$ cat src/rtl/types_pkg.sv
// Shared types and constants for the load/store path of the core.
//   DATA_WIDTH        : datapath width
//   RAM_ADDRESS_WIDTH : byte-address width of data memory
//   BYTE_SELECT_WIDTH : width of the access-size field (byte_format)
//   MEM_BE_WIDTH      : byte enables per memory word
//   byte_format       : Byte / HalfWord / Word access size
//   lsu_state         : load_store_unit FSM states
//   is_misaligned()   : natural-alignment check for a size/offset pair
package types_pkg;

   localparam int DATA_WIDTH        = 32;
   localparam int RAM_ADDRESS_WIDTH = 18;
   localparam int BYTE_SELECT_WIDTH = 2;
   localparam int MEM_BE_WIDTH      = 4;

   typedef enum logic [BYTE_SELECT_WIDTH-1:0] {
      Byte     = 2'd0,
      HalfWord = 2'd1,
      Word     = 2'd2
   } byte_format;

   typedef enum logic [1:0] {
      IDLE = 2'd0,
      REQ  = 2'd1,
      WAIT = 2'd2,
      RESP = 2'd3
   } lsu_state;

   // Halfwords need addr[0]=0, words need addr[1:0]=0; bytes never misalign.
   function automatic logic is_misaligned(input logic [BYTE_SELECT_WIDTH-1:0] size,
                                          input logic [1:0] offset);
      logic result;
      result = 1'b0;
      if (size == HalfWord)
         result = offset[0];
      else if (size != Byte)
         result = |offset;
      return result;
   endfunction

endpackage

$ cat src/rtl/load_extend.sv
// Combinational load-data extraction and extension.
// Selects the addressed byte or halfword lane of a memory word and
// sign- or zero-extends it to DATA_WIDTH. Words pass through unchanged.
// Ports:
//   rdata       in  DATA_WIDTH         raw memory word
//   offset      in  2                  byte offset addr[1:0]
//   size        in  BYTE_SELECT_WIDTH  byte_format of the access
//   is_unsigned in  1                  1 = zero-extend, 0 = sign-extend
//   data        out DATA_WIDTH         extended result
module load_extend
   import types_pkg::*;
(
   input  logic [DATA_WIDTH-1:0]        rdata,
   input  logic [1:0]                   offset,
   input  logic [BYTE_SELECT_WIDTH-1:0] size,
   input  logic                         is_unsigned,
   output logic [DATA_WIDTH-1:0]        data
);

   logic [7:0]  byte_lane;
   logic [15:0] half_lane;

   // Halfword lane uses only offset[1]: an odd halfword address reads the
   // enclosing aligned halfword.
   assign byte_lane = rdata[{offset, 3'b000} +: 8];
   assign half_lane = rdata[{offset[1], 4'b0000} +: 16];

   always_comb begin
      data = rdata;
      case (size)
         Byte:     data = {{(DATA_WIDTH-8){~is_unsigned & byte_lane[7]}}, byte_lane};
         HalfWord: data = {{(DATA_WIDTH-16){~is_unsigned & half_lane[15]}}, half_lane};
         default:  data = rdata;
      endcase
   end

endmodule

$ cat src/rtl/load_store_unit.sv
// Memory-stage load/store unit. Accepts one request from the execute stage,
// drives a byte-enabled word memory port through a req/gnt/rvalid handshake,
// lane-aligns store data, and returns extended load data with a one-cycle
// resp_valid pulse. stall holds the pipeline while a transaction is in flight.
// Optional feature macro: MISALIGN_TRAP_EN -- misaligned halfword/word
// requests skip memory and complete immediately with misaligned=1.
// Ports:
//   clk, rst                     clock, synchronous active-high reset
//   req_valid/req_ready          request handshake (ready only in IDLE)
//   req_write/size/unsigned      access type
//   req_addr, req_wdata          byte address, right-justified store data
//   stall                        freeze upstream pipeline
//   resp_valid/rdata/misaligned  completion pulse and result
//   mem_req/we/be/addr/wdata     memory request (word address)
//   mem_gnt/rvalid/rdata         memory grant and read response
module load_store_unit
   import types_pkg::*;
(
   input  logic                           clk,
   input  logic                           rst,
   input  logic                           req_valid,
   output logic                           req_ready,
   input  logic                           req_write,
   input  logic [BYTE_SELECT_WIDTH-1:0]   req_size,
   input  logic                           req_unsigned,
   input  logic [DATA_WIDTH-1:0]          req_addr,
   input  logic [DATA_WIDTH-1:0]          req_wdata,
   output logic                           stall,
   output logic                           resp_valid,
   output logic [DATA_WIDTH-1:0]          resp_rdata,
   output logic                           misaligned,
   output logic                           mem_req,
   output logic                           mem_we,
   output logic [MEM_BE_WIDTH-1:0]        mem_be,
   output logic [RAM_ADDRESS_WIDTH-3:0]   mem_addr,
   output logic [DATA_WIDTH-1:0]          mem_wdata,
   input  logic                           mem_gnt,
   input  logic                           mem_rvalid,
   input  logic [DATA_WIDTH-1:0]          mem_rdata
);

   lsu_state state_reg, state_next;

   logic                         write_reg;
   logic [BYTE_SELECT_WIDTH-1:0] size_reg;
   logic                         unsigned_reg;
   logic [1:0]                   offset_reg;
   logic                         mem_req_reg;
   logic [MEM_BE_WIDTH-1:0]      mem_be_reg;
   logic [RAM_ADDRESS_WIDTH-3:0] mem_addr_reg;
   logic [DATA_WIDTH-1:0]        mem_wdata_reg;
   logic                         resp_valid_reg;
   logic [DATA_WIDTH-1:0]        resp_rdata_reg;
   logic                         misaligned_reg;

   logic                         accept;
   logic                         trap_now;
   logic [MEM_BE_WIDTH-1:0]      be_next;
   logic [DATA_WIDTH-1:0]        wdata_next;
   logic [DATA_WIDTH-1:0]        load_data;
   logic                         unused_addr_bits;

   // Address bits above the data-memory range are architecturally ignored.
   assign unused_addr_bits = ^req_addr[DATA_WIDTH-1:RAM_ADDRESS_WIDTH];

   assign accept = (state_reg == IDLE) && req_valid;

`ifdef MISALIGN_TRAP_EN
   assign trap_now = is_misaligned(req_size, req_addr[1:0]);
`else
   assign trap_now = 1'b0;
`endif

   // Store lane placement: replicate the datum across the word so every
   // enabled lane already carries the right byte.
   always_comb begin
      be_next    = 4'b1111;
      wdata_next = req_wdata;
      case (req_size)
         Byte: begin
            be_next    = 4'b0001 << req_addr[1:0];
            wdata_next = {4{req_wdata[7:0]}};
         end
         HalfWord: begin
            be_next    = 4'b0011 << {req_addr[1], 1'b0};
            wdata_next = {2{req_wdata[15:0]}};
         end
         default: ;
      endcase
   end

   load_extend u_load_extend (
      .rdata       (mem_rdata),
      .offset      (offset_reg),
      .size        (size_reg),
      .is_unsigned (unsigned_reg),
      .data        (load_data)
   );

   always_comb begin
      state_next = state_reg;
      case (state_reg)
         IDLE: if (req_valid) state_next = trap_now ? RESP : REQ;
         REQ:  if (mem_gnt)   state_next = write_reg ? RESP : WAIT;
         WAIT: if (mem_rvalid) state_next = RESP;
         RESP: state_next = IDLE;
         default: state_next = IDLE;
      endcase
   end

   always_ff @(posedge clk) begin
      if (rst) begin
         state_reg      <= IDLE;
         write_reg      <= 1'b0;
         size_reg       <= '0;
         unsigned_reg   <= 1'b0;
         offset_reg     <= '0;
         mem_req_reg    <= 1'b0;
         mem_be_reg     <= '0;
         mem_addr_reg   <= '0;
         mem_wdata_reg  <= '0;
         resp_valid_reg <= 1'b0;
         resp_rdata_reg <= '0;
         misaligned_reg <= 1'b0;
      end else begin
         state_reg      <= state_next;
         // Registered from next state so mem_req/resp_valid are glitch-free flops.
         mem_req_reg    <= (state_next == REQ);
         resp_valid_reg <= (state_next == RESP);
         if (accept) begin
            write_reg      <= req_write;
            size_reg       <= req_size;
            unsigned_reg   <= req_unsigned;
            offset_reg     <= req_addr[1:0];
            mem_be_reg     <= be_next;
            mem_addr_reg   <= req_addr[RAM_ADDRESS_WIDTH-1:2];
            mem_wdata_reg  <= wdata_next;
            resp_rdata_reg <= '0;
            misaligned_reg <= trap_now;
         end
         if ((state_reg == WAIT) && mem_rvalid)
            resp_rdata_reg <= load_data;
      end
   end

   assign req_ready  = (state_reg == IDLE);
   assign stall      = accept || (state_reg == REQ) || (state_reg == WAIT);
   assign resp_valid = resp_valid_reg;
   assign resp_rdata = resp_rdata_reg;
   assign misaligned = misaligned_reg;
   assign mem_req    = mem_req_reg;
   assign mem_we     = write_reg;
   assign mem_be     = mem_be_reg;
   assign mem_addr   = mem_addr_reg;
   assign mem_wdata  = mem_wdata_reg;

endmodule
$ cat config.mk
export PLATFORM = sky130hd
export DESIGN_NAME = load_store_unit
export DESIGN_NICKNAME = d
export VERILOG_FILES = /design/src/rtl/types_pkg.sv /design/src/rtl/load_extend.sv /design/src/rtl/load_store_unit.sv
export SDC_FILE = /design/constraint.sdc
export NUM_CORES = 1
export LEC_CHECK = 0
export ABC_AREA = 0
export BUFFER_PORTS_ARGS = -buffer_cell sky130_fd_sc_hd__buf_2
export CAP_MARGIN = 20
export CORE_ASPECT_RATIO = 1.25
export CORE_MARGIN = 2
export CORE_UTILIZATION = 40
export DETAILED_ROUTE_END_ITERATION = 10
export GPL_ROUTABILITY_DRIVEN = 0
export PLACE_DENSITY = 0.77
export SLEW_MARGIN = 20
export SYNTH_ARGS = -nofsm -noshare
export SYNTH_HDL_FRONTEND = slang
export SYNTH_SLANG_ARGS = --single-unit
$ cat constraint.sdc
create_clock -name clk -period 2.1 [get_ports clk]
set_input_delay 0.315 -clock clk [delete_from_list [all_inputs] [get_ports clk]]
set_output_delay 0.315 -clock clk [all_outputs]
set_load 0.01 [all_outputs]
==> impl_metrics.py <==
metrics = {
    "final_layout": {
        "mostFrequentLayoutCells": "179 x buf_2, 94 x nand2_1, 94 x dfxtp_1",
        "antenna_cells": 0,
        "area_delta_synth_final_pct": 30.5,
        "stdcell_count": 785,
        "layout_commonest_cell": "buf_2",
        "postLayoutCoreUtil": 0.541,
        "nets": 756,
        "drive_gt1_frac": 0.343,
    },
    "logic_synthesis": {
        "yosysSeqAreaShare": 0.447,
        "async_reset_ff_frac": 0,
        "synth_nets": 598,
        "ys_types": 37,
        "synth_flop_cell": "dfxtp_1",
        "syn_area_per_cell_sq_um": 8.54,
        "ys_warn_count": 0,
        "synthCells": 493,
        "synth.cell_area_sq_mm": 0.00421,
        "synth_edf_count": 0,
        "synth.ff_latch_count": 94,
    },
    "placement": {
        "io_buffers": 179,
        "dp_cells": 769,
        "place_ws_ns": 0.0668,
        "dp_hpwl_um": 9220,
    },
    "setup_path": {
        "r2r_setup_slack_ns": 0.28,
        "endpoint": "resp_rdata[2]$_SDFFE_PP0P_",
        "worstPathMaxFanout": 17,
        "path_delay_family": "compound AO/OA/AOI/OAI gates",
        "cp_data_arrival_time_ns": 2.09,
        "criticalPathCategory": "reg2reg",
        "crit_chain": "buf_4 -> clkinv_1 -> a21oi_1 -> o21ai_0 -> o2bb2ai_1",
        "critPathLaunchType": "flip-flop",
        "r2r_start": "offset_reg[1]$_SDFFE_PP0P_",
        "r2r_end": "resp_rdata[2]$_SDFFE_PP0P_",
        "rr_worst_depth": 5,
        "cpPeakStageDelay_ns": 0.48,
        "startpoint": "offset_reg[1]$_SDFFE_PP0P_",
        "crit_cells": 5,
        "slowest_stage": "a21oi_1",
        "cp-end-kind": "flip-flop",
        "critPathRequiredTime_ns": 2.37,
        "critPathBufInv": 2,
    },
    "global_routing": {
        "grt_pass1_vias": 4035,
        "grt_max_degree": 76,
        "grt_pass1_wl_um": 19400,
        "overflow": 0,
        "grt_use_total": 0.217,
        "grt_antenna_before_repair": 0,
    },
    "detailed_routing": {
        "postRouteAntennaNets": 0,
        "drt_iter0_markers": 117,
        "wire_per_inst_um": 15.7,
        "finalWirelength_um": 12400,
        "via_per_inst": 5.34,
        "drt_first_pass_iters": 4,
        "vias": 4193,
        "drc_errors": 0,
    },
    "pwr": {
        "power_density_mw_per_mm2": 821,
        "p_leak_uw": 0.00254,
        "peakVddDrop_uv": 367,
        "finalPower_uw": 4510,
    },
    "clock_network": {
        "clockBufferDepth": 2,
        "cts.sinks": 94,
        "cts_hold_buf": 0,
        "postCtsSetupBuffers": 0,
        "cts_made_buffers": 9,
        "clockRootBuffer": "clkbuf_16",
        "cts_resized": 0,
        "clock_latency_ns": 0.34,
        "path_clk_slew_ns": 0.07,
        "cts_max_level": 3,
        "cts_tree": "built",
    },
    "sta": {
        "period_minus_slack_ns": 1.82,
        "setup_violations": 0,
        "relSlewSlack": 0.472,
        "maxSlewViolCount": 0,
        "finalCritPeriodShare": 0.867,
        "rsz0062_at_grt": "no",
        "tns_ns": 0,
        "layout_setup_ws_ns": 0.279,
        "fin_skew_ns": 0.00663,
        "worst_pin_slew_ns": 0.789,
        "hold_viol_final": 0,
        "fmax_mhz": 549,
    },
    "die": {
        "num_io_pins": 195,
        "die_h_um": 119,
        "dieArea_sq_mm": 0.0114,
        "die_w_um": 95.8,
        "rows": 41,
        "fp.coreArea_sq_mm": 0.0102,
        "floorplan.initialDensity": 0.415,
    },
    "run": {
        "cap_violations": 0,
    },
    "worst_hold_path": {
        "hp-class": "in2reg",
    },
    "run_status": {
        "outcome": "completed",
    },
}
-- tightest hold or removal path, cell delays in order --
cell,delay [ns]
buf_2,0.10
nand2_1,0.04
a21oi_1,0.05
-- cell type report --
cell class	instances	area [sq um]
Clock inverter	6	93.8
Inverter	5	18.8
Timing Repair Buffer	193	1010
Fill cell	980	4660
Clock buffer	10	239
Tap cell	129	161
Multi-Input combinational cell	348	2090
Sequential cell	94	1880
-- cell families (layout without fill, tap and decap cells) --
kind of cell | after synthesis | in the layout | share of synthesized area
simple gates | 164 | 164 | 0.178
compound gates | 156 | 156 | 0.245
flops | 94 | 94 | 0.447
buf+inv | 51 | 214 | 0.0603
mux | 27 | 27 | 0.0686
other cells | 1 | 1 | 0.000890
-- routing by layer --
metal	track usage	up-vias	wire length [um]
li1	-	2068	-
met1	0.244	1925	4760
met2	0.372	172	6190
met3	0.0663	28	1060
met4	0.0929	0	356
met5	0	-	0
-- stage by stage --
step / area (sq um) / hold WS, ns
2_1_floorplan: 4210 / 0.451
3_3_place_gp: 5160 / 0.440
3_5_place_dp: 5160 / 0.448
4_1_cts: 5490 / 0.194
5_1_grt: 5500 / 0.199
6_report: 5500 / 0.208
-- synth_stat cells, types with 2 or more instances --
master	n	area share
a211oi_1	10	0.018
a311oi_1	8	0.017
a221o_1	16	0.038
a211o_1	7	0.015
o2bb2ai_1	7	0.015
mux2_2	8	0.021
and3b_1	8	0.017
inv_1	4	0.0036
clkbuf_1	23	0.020
a21o_1	2	0.0036
buf_6	4	0.011
buf_4	4	0.0071
nor3_1	7	0.0083
o21ai_0	34	0.040
or3_1	7	0.010
nand2b_1	10	0.015
a32o_1	8	0.019
buf_2	14	0.017
nand2_1	94	0.084
nor2_1	29	0.026
nor2b_1	6	0.0089
a21oi_1	59	0.070
mux2i_1	17	0.040
dfxtp_1	94	0.45
-- where the power goes --
part	total [uW]	switching [uW]	internal (uW)
Sequential	1950	62.9	1890
Combinational	764	446	318
Clock	1790	709	1080
-- worst min-delay path by stage --
| stage | from | endpoint | slack, ns | cells past startpoint |
|---|---|---|---|---|
| 2_1_floorplan | req_addr[2] | mem_addr[0]$_SDFFE_PP0P_ | 0.45 | 2 |
| 3_3_place_gp | mem_addr[11]$_SDFFE_PP0P_ | mem_addr[11]$_SDFFE_PP0P_ | 0.44 | 2 |
| 3_5_place_dp | mem_wdata[0]$_SDFFE_PP0P_ | mem_wdata[0]$_SDFFE_PP0P_ | 0.45 | 2 |
| 4_1_cts | req_addr[8] | mem_addr[6]$_SDFFE_PP0P_ | 0.19 | 3 |
| 5_1_grt | req_addr[13] | mem_addr[11]$_SDFFE_PP0P_ | 0.20 | 3 |
| 6_report | req_addr[8] | mem_addr[6]$_SDFFE_PP0P_ | 0.21 | 3 |
Note: power is estimated with default switching activity, not from simulation.
